`config.mk`:
```
export PLATFORM = sky130hd
export DESIGN_NAME = serial_sub_ctrl
export DESIGN_NICKNAME = d
export VERILOG_FILES = /design/src/rtl/serial_sub_pkg.sv /design/src/rtl/full_sub_cell.sv /design/src/rtl/serial_sub_ctrl.sv
export SDC_FILE = /design/constraint.sdc
export NUM_CORES = 1
export LEC_CHECK = 0
export ABC_AREA = 1
export BUFFER_PORTS_ARGS = -buffer_cell sky130_fd_sc_hd__buf_2
export CORE_MARGIN = 2
export CORE_UTILIZATION = 26
export CTS_CLUSTER_SIZE = 20
export DETAILED_ROUTE_END_ITERATION = 10
export PLACE_DENSITY = 0.46
export SYNTH_ARGS = -nofsm -noshare
export SYNTH_HDL_FRONTEND = slang
export SYNTH_SLANG_ARGS = --single-unit
```
`constraint.sdc`:
```
create_clock -name clk -period 1.5 [get_ports clk]
set_input_delay 0.3 -clock clk [delete_from_list [all_inputs] [get_ports clk]]
set_output_delay 0.3 -clock clk [all_outputs]
set_load 0.01 [all_outputs]
```
`src/rtl/serial_sub_pkg.sv`:
```
// Shared types for the bit-serial subtractor.
// State encoding and default operand width.
package serial_sub_pkg;

  typedef enum logic [1:0] {
    IDLE = 2'd0,
    RUN  = 2'd1,
    DONE = 2'd2
  } state_t;

  localparam int DEFAULT_WIDTH = 8;

endpackage

```
`src/rtl/full_sub_cell.sv`:
```
// One-bit combinational full subtractor.
// Shared cell that the controller steps LSB first.
module full_sub_cell (
  input  logic x,
  input  logic y,
  input  logic bi,
  output logic d,
  output logic bo
);

  assign d  = x ^ y ^ bi;
  assign bo = (~x & y) | (~(x ^ y) & bi);

endmodule

```
`src/rtl/serial_sub_ctrl.sv`:
```
// Bit-serial a - b - Bin controller.
// Runs one full_sub_cell over WIDTH cycles, LSB first.
module serial_sub_ctrl
  import serial_sub_pkg::*;
#(
  parameter  int WIDTH = DEFAULT_WIDTH,
  localparam int CNT_W = $clog2(WIDTH)
) (
  input  logic             clk,
  input  logic             rst,
  input  logic             start,
  input  logic [WIDTH-1:0] a,
  input  logic [WIDTH-1:0] b,
  input  logic             Bin,
  output logic             busy,
  output logic             done,
  output logic [WIDTH-1:0] Dif,
  output logic             Bout,
  output logic             ovf
);

  state_t state, state_n;

  logic [WIDTH-1:0] a_sh, b_sh, res, res_n;
  logic [CNT_W-1:0] cnt;
  logic             brw, a_msb, b_msb;
  logic             d, bo, last;

  full_sub_cell u_cell (
    .x  (a_sh[0]),
    .y  (b_sh[0]),
    .bi (brw),
    .d  (d),
    .bo (bo)
  );

  assign res_n = {d, res[WIDTH-1:1]};
  assign last  = (cnt == CNT_W'(WIDTH - 1));
  assign busy  = (state == RUN) || (state == DONE);
  assign done  = (state == DONE);

  always_comb begin
    state_n = state;
    unique case (state)
      IDLE:    if (start) state_n = RUN;
      RUN:     if (last)  state_n = DONE;
      DONE:    state_n = IDLE;
      default: state_n = IDLE;
    endcase
  end

  always_ff @(posedge clk) begin
    if (rst) begin
      state <= IDLE;
      a_sh  <= '0;
      b_sh  <= '0;
      res   <= '0;
      cnt   <= '0;
      brw   <= 1'b0;
      a_msb <= 1'b0;
      b_msb <= 1'b0;
      Dif   <= '0;
      Bout  <= 1'b0;
      ovf   <= 1'b0;
    end else begin
      state <= state_n;
      if (state == IDLE && start) begin
        a_sh  <= a;
        b_sh  <= b;
        brw   <= Bin;
        cnt   <= '0;
        a_msb <= a[WIDTH-1];
        b_msb <= b[WIDTH-1];
      end else if (state == RUN) begin
        a_sh <= {1'b0, a_sh[WIDTH-1:1]};
        b_sh <= {1'b0, b_sh[WIDTH-1:1]};
        res  <= res_n;
        brw  <= bo;
        cnt  <= cnt + CNT_W'(1);
        // results only move on entry to DONE
        if (last) begin
          Dif  <= res_n;
          Bout <= bo;
          ovf  <= (a_msb != b_msb) && (res_n[WIDTH-1] != a_msb);
        end
      end
    end
  end

endmodule

```
Word-level counts from Yosys, hierarchy flattened:

Index checks and enable logic that the tools add are counted.

* output and inout bits: 12
* input bits: 20
* register bits: 42
* logic and storage cells: 45

* bitwise operators: 8
* reductions and logical operators: 9
* $add $sub $neg: 1
* muxes and demuxes: 9
* equal/unequal tests: 7

Operators by type and width (count)
* two-way mux 8 bit: 4
* two-way mux 2 bit: 2
* != test 2 bit, second input constant: 2
* one-hot mux 2 bit (2 select lines): 1
* AND reduction 2 bit: 2
* adder 3 x 1 -> 3 bit, second input constant: 1
* equality test 3 bit, second input constant: 1
* NOT 1 bit: 3
* AND reduction 3 bit: 1
* AND 1 bit: 2
* equality test 2 x 1 -> 1 bit, second input constant: 1
* equality test 2 bit, second input constant: 1
* logical AND 1 bit: 2
* zero test 2 bit: 1
* two-way mux 1 bit: 2
* != test 1 bit: 2
* nonzero test 2 bit: 1
* OR reduction 2 bit: 1
* bitwise XOR 1 bit: 2
* logical OR 1 bit: 1
* bitwise OR 1 bit: 1

Logic depth before layout (Yosys ltp):

* word-level depth: 6
* gate-level depth with buffers: 10

By module:

A second synthesis with hierarchy kept.

* cells, all modules: 255
* area total of the unflattened synthesis: 1876.8 µm²

Modules (own cells, without submodules)
* serial_sub_ctrl: instances 1, area an instance 1845.5 µm², seq. area each 820.8 µm², cells each 251
* full_sub_cell: instances 1, area an instance 31.3 µm², seq. area each 0.0 µm², cells each 4

Worst setup path before layout:

Ideal clock, no wire load.

* kind: flip-flop to flip-flop
* from: register b_sh[0]
* to: register ovf
* data required time: 1.388 ns
* data arrival time: 1.175 ns
* slack: 0.213 ns
* clock period less this slack: 1.287 ns
* stages on the path, launching flop included: 8
* path through: dfxtp_1 > inv_1 > fa_1 > inv_1 > nand3_1 > nand2_1 > nor2_1 > nor2_1

* cells in the longest elaborated chain, start to end: 4

RTL lines
* start, declared: line serial_sub_ctrl.sv:24 `logic [WIDTH-1:0] a_sh, b_sh, res, res_n;`
* start signal, assigned: line serial_sub_ctrl.sv:76 `b_sh <= {1'b0, b_sh[WIDTH-1:1]};`
* bitwise XOR 1 bit (2 in series): line full_sub_cell.sv:11 `assign d = x ^ y ^ bi;`
* net d: line serial_sub_ctrl.sv:27 `logic d, bo, last;`
* != test 1 bit: line serial_sub_ctrl.sv:84 `ovf <= (a_msb != b_msb) && (res_n[WIDTH-1] != a_msb);`
* logical AND 1 bit: line serial_sub_ctrl.sv:84
* end signal, assigned: line serial_sub_ctrl.sv:84
* end, declared: line serial_sub_ctrl.sv:19 `output logic ovf`

The timed path passes the listed nets, and every way through them passes these cells.
A chain may end at the register's enable or synchronous reset.

Worst setup path in the final report:

* from: register state[1]
* to: output busy

* cells in the longest elaborated chain, start to end: 2
* elaborated cells on any way between the ends: 3
* those cells by class: eq/ne (2); reduce/logical (1)

RTL lines
* start, declared: line serial_sub_ctrl.sv:22 `state_t state, state_n;`
* start signal, assigned: line serial_sub_ctrl.sv:66 `state <= state_n;`
* equality test 2 x 1 -> 1 bit or equality test 2 bit (tied branches): line serial_sub_ctrl.sv:39 `assign busy = (state == RUN) || (state == DONE);`
* logical OR 1 bit (*): line serial_sub_ctrl.sv:39
* end, declared: line serial_sub_ctrl.sv:15 `output logic busy,`

Mark *: on every way between the ends. The rest lies on a longest branch, timed or not.

==> summary.txt <==
Status
  • Run status: completed

Placed design
  • HPWL after DPL: 2850 µm
  • Port Buffer Count: 31
  • Total placed instance area: 0.00216 mm²
  • Routability congestion estimate: 0.713
  • Setup slack at placement: 46.7 ps

Clock tree
  • # clock sinks: 41
  • Clock transition time at the flip-flop clock pins of the worst setup and hold paths: 90 ps
  • Clock tree from TritonCTS: built
  • TritonCTS buffer count: 5
  • Buffer depth of the longest clock path: 2
  • Count of hold buffers inserted by post-cts repair: 0
  • Clock latency on the worst-skew pair: 300 ps
  • Clk root buf: sky130_fd_sc_hd__clkbuf_8
  • Htree depth: 2

Synthesis
  • Post-Synthesis Cells: 252
  • Fraction of the yosys area taken by sequential cells: 0.433
  • Count of flip-flops with a built-in enable after synthesis: 0
  • Register bit total from synthesis: 41
  • Number of distinct standard cells referenced by the synthesized netlist: 22
  • Average cell area after synthesis: 7.52 µm²
  • Synthesized net count: 280
  • Synth Flop Type: sky130_fd_sc_hd__dfxtp_1
  • Ys async rst share: 0
  • Synthesis warning total: 0
  • Syn Std Cell Area: 0.00189 mm²

Setup path
  • End of the worst register-to-register path: ovf
  • Worst EP arrival: 1130 ps
  • Register-to-Register Path Depth: 7
  • Startpoint Class: flip-flop
  • Critical path peak fanout: 4
  • Master of the slowest instance on the critical path: sky130_fd_sc_hd__dfxtp_2
  • Largest stage delay, worst path: 360 ps
  • Setup slack of the worst register-to-register path: 120 ps
  • Start point of the critical path: state[1]
  • Critical path cell sequence: inv_2, ha_2, buf_2
  • Kind of end point of the critical path: primary output
  • Category of the most critical setup path: flip-flop to primary output
  • Launch point of the worst reg-to-reg path: brw
  • Capture point of the critical path: busy
  • Required time reported for the critical path endpoint: 1200 ps

Power
  • Pwr Density: 1660 mW/mm²
  • Max rail drop VDD: 0.000471 V
  • Leak Pwr: 1.04 nW
  • Post-layout total power: 3.79 mW

Die
  • Die height: 89.4 µm
  • Row cnt: 31
  • Total Die Area: 0.00798 mm²
  • Number of placed I/O pins: 32
  • Initial core utilization: 0.265
  • Area of the core: 0.00714 mm²
  • Die width: 89.4 µm

STA
  • Worst Hold Margin: 268 ps
  • Pins over their slew limit: 0
  • Worst Clk Skew: 8.93 ps
  • Final Setup Violations: 0
  • Worst slew slack as a fraction of its limit: 0.815
  • FMAX: 698 MHz
  • Minimum clock period after layout: 1430 ps
  • Final total negative setup slack: 0 ps
  • Actual transition at the worst max-transition pin: 277 ps
  • Final Cycle Share: 0.955
  • Final hold viol count: 0
  • Final Worst Setup Slack: 67.5 ps
  • RSZ-0062 raised after global routing: false

Global routing
  • Maximum number of pins on one net before global-route repair: 29
  • Number of global-route vias before repair: 1503
  • GR Util All Layers: 0.113
  • Total overflow reported by the global router: 0
  • Initial antenna violation count: 0
  • First-pass GRT wire length: 6930 µm

Cells and area
  • Number of nets in the finished design: 317
  • ANT cells: 0
  • Final std cell area, no fill: 0.00228 mm²
  • Most frequent standard cell in the layout excluding fill and tap cells: sky130_fd_sc_hd__nand2_1
  • Leading cell types in the layout, fill and taps excluded: sky130_fd_sc_hd__nand2_1 (53), sky130_fd_sc_hd__dfxtp_1 (37), sky130_fd_sc_hd__nand3_1 (32)
  • Layout cell share with drive strength beyond 1: 0.259
  • Layout overhead on the synthesized area: 20.5%
  • Fill cell total of the finished layout: 832

Min path
  • Class of the tightest hold or removal check: input pin to flip-flop

Routing
  • Final wirelength: 4070 µm
  • Detailed-route vias per instance: 4.19
  • DRC violations left: 0
  • Number of detailed-route iterations in the first pass: 4
  • Count of routing violations after the opening detailed-route iteration: 49
  • Total via count in the routed design: 1631
  • Antenna viol nets, final: 0
  • Detail-routed net length per standard cell: 10.5 µm

Flow run
  • Max capacitance violation total: 0
==> power by group <==
| group | internal (mW) | switching [mW] |
|---|---|---|
| Combinational | 0.632 | 0.925 |
| Clock | 0.322 | 0.413 |
| Sequential | 1.36 | 0.138 |
| Total | 2.32 | 1.48 |
==> sequential cells by signal, indices dropped and copies added, names as in the netlist, 2 cells and up <==
name and cells:
Dif 8, a_sh 8, b_sh 8, res 7, cnt 3, state 2
==> logic make-up (layout without fill, tap and decap cells) <==
group | after synthesis | after routing | share of synthesized area
fa+ha+maj | 8 | 8 | 0.0568
xor+xnor | 1 | 1 | 0.00462
simple gates | 117 | 117 | 0.273
flops | 41 | 41 | 0.433
buf+inv | 39 | 77 | 0.105
compound gates | 46 | 46 | 0.127
==> synth_stat cells (3+ instances only) <==
| cell | count | area share |
|---|---|---|
| sky130_fd_sc_hd__nand2_1 | 54 | 0.11 |
| sky130_fd_sc_hd__dfxtp_1 | 41 | 0.43 |
| sky130_fd_sc_hd__nand3_1 | 33 | 0.087 |
| sky130_fd_sc_hd__inv_1 | 22 | 0.044 |
| sky130_fd_sc_hd__nor2_1 | 21 | 0.042 |
| sky130_fd_sc_hd__a21oi_1 | 20 | 0.053 |
| sky130_fd_sc_hd__o21ai_1 | 12 | 0.032 |
| sky130_fd_sc_hd__o21ai_0 | 11 | 0.029 |
| sky130_fd_sc_hd__ha_1 | 7 | 0.046 |
| sky130_fd_sc_hd__buf_2 | 5 | 0.013 |
| sky130_fd_sc_hd__buf_6 | 5 | 0.030 |
| sky130_fd_sc_hd__nand2_2 | 4 | 0.013 |
| sky130_fd_sc_hd__a21oi_2 | 3 | 0.014 |
| sky130_fd_sc_hd__inv_2 | 3 | 0.0059 |
| sky130_fd_sc_hd__nand3b_1 | 3 | 0.012 |
==> layer usage <==
metal	vias up	GRT usage	routed length [µm]
met1	722	0.140	1980
met5	-	0	0
met3	6	0.0360	179
met2	24	0.180	1840
li1	879	-	-
met4	0	0.0488	68
==> through the flow <==
stage,cells,utilization
after global placement,379,0.303
final,389,0.320
after floorplan,252,-
after global routing,389,0.320
after CTS,387,0.315
after detailed placement,379,0.303
==> how the worst min path moves through the flow <==
stage | from | endpoint | slack, ps | cells after the start
2_1_floorplan | res[5] | res[4] | 440 | 2
3_3_place_gp | Dif[1] | Dif[1] | 450 | 2
3_5_place_dp | Dif[4] | Dif[4] | 450 | 2
4_1_cts | b[2] | b_sh[2] | 270 | 3
5_1_grt | b[4] | b_sh[4] | 270 | 3
6_report | b[2] | b_sh[2] | 270 | 3
==> cell type report <==
| type | instances | area, µm² | area share |
|---|---|---|---|
| clock inverters | 3 | 17.5 | 0.00767 |
| repair buffers | 44 | 269 | 0.118 |
| multi-input cells | 172 | 885 | 0.387 |
| inverters | 25 | 93.8 | 0.0411 |
| clock buffers | 5 | 68.8 | 0.0301 |
| flip-flops and latches | 41 | 826 | 0.362 |
| well taps | 99 | 124 | 0.0542 |
==> worst max-delay path: cells and delay by family, from the launching register on <==
family / cells / cell delay [ps]
DFF: 1 / 360
adders and majority gates: 1 / 310
buffers and inverters: 2 / 180
==> what timing repair did <==
action / 4_1_cts / 5_1_grt
pin swaps: 0 / 2
buffers inserted: 0 / 2
gates cloned: 0 / 0
setup endpoints to repair: 1 / 24
gates resized for setup: 1 / 11
(Power assumes the default switching activity.)
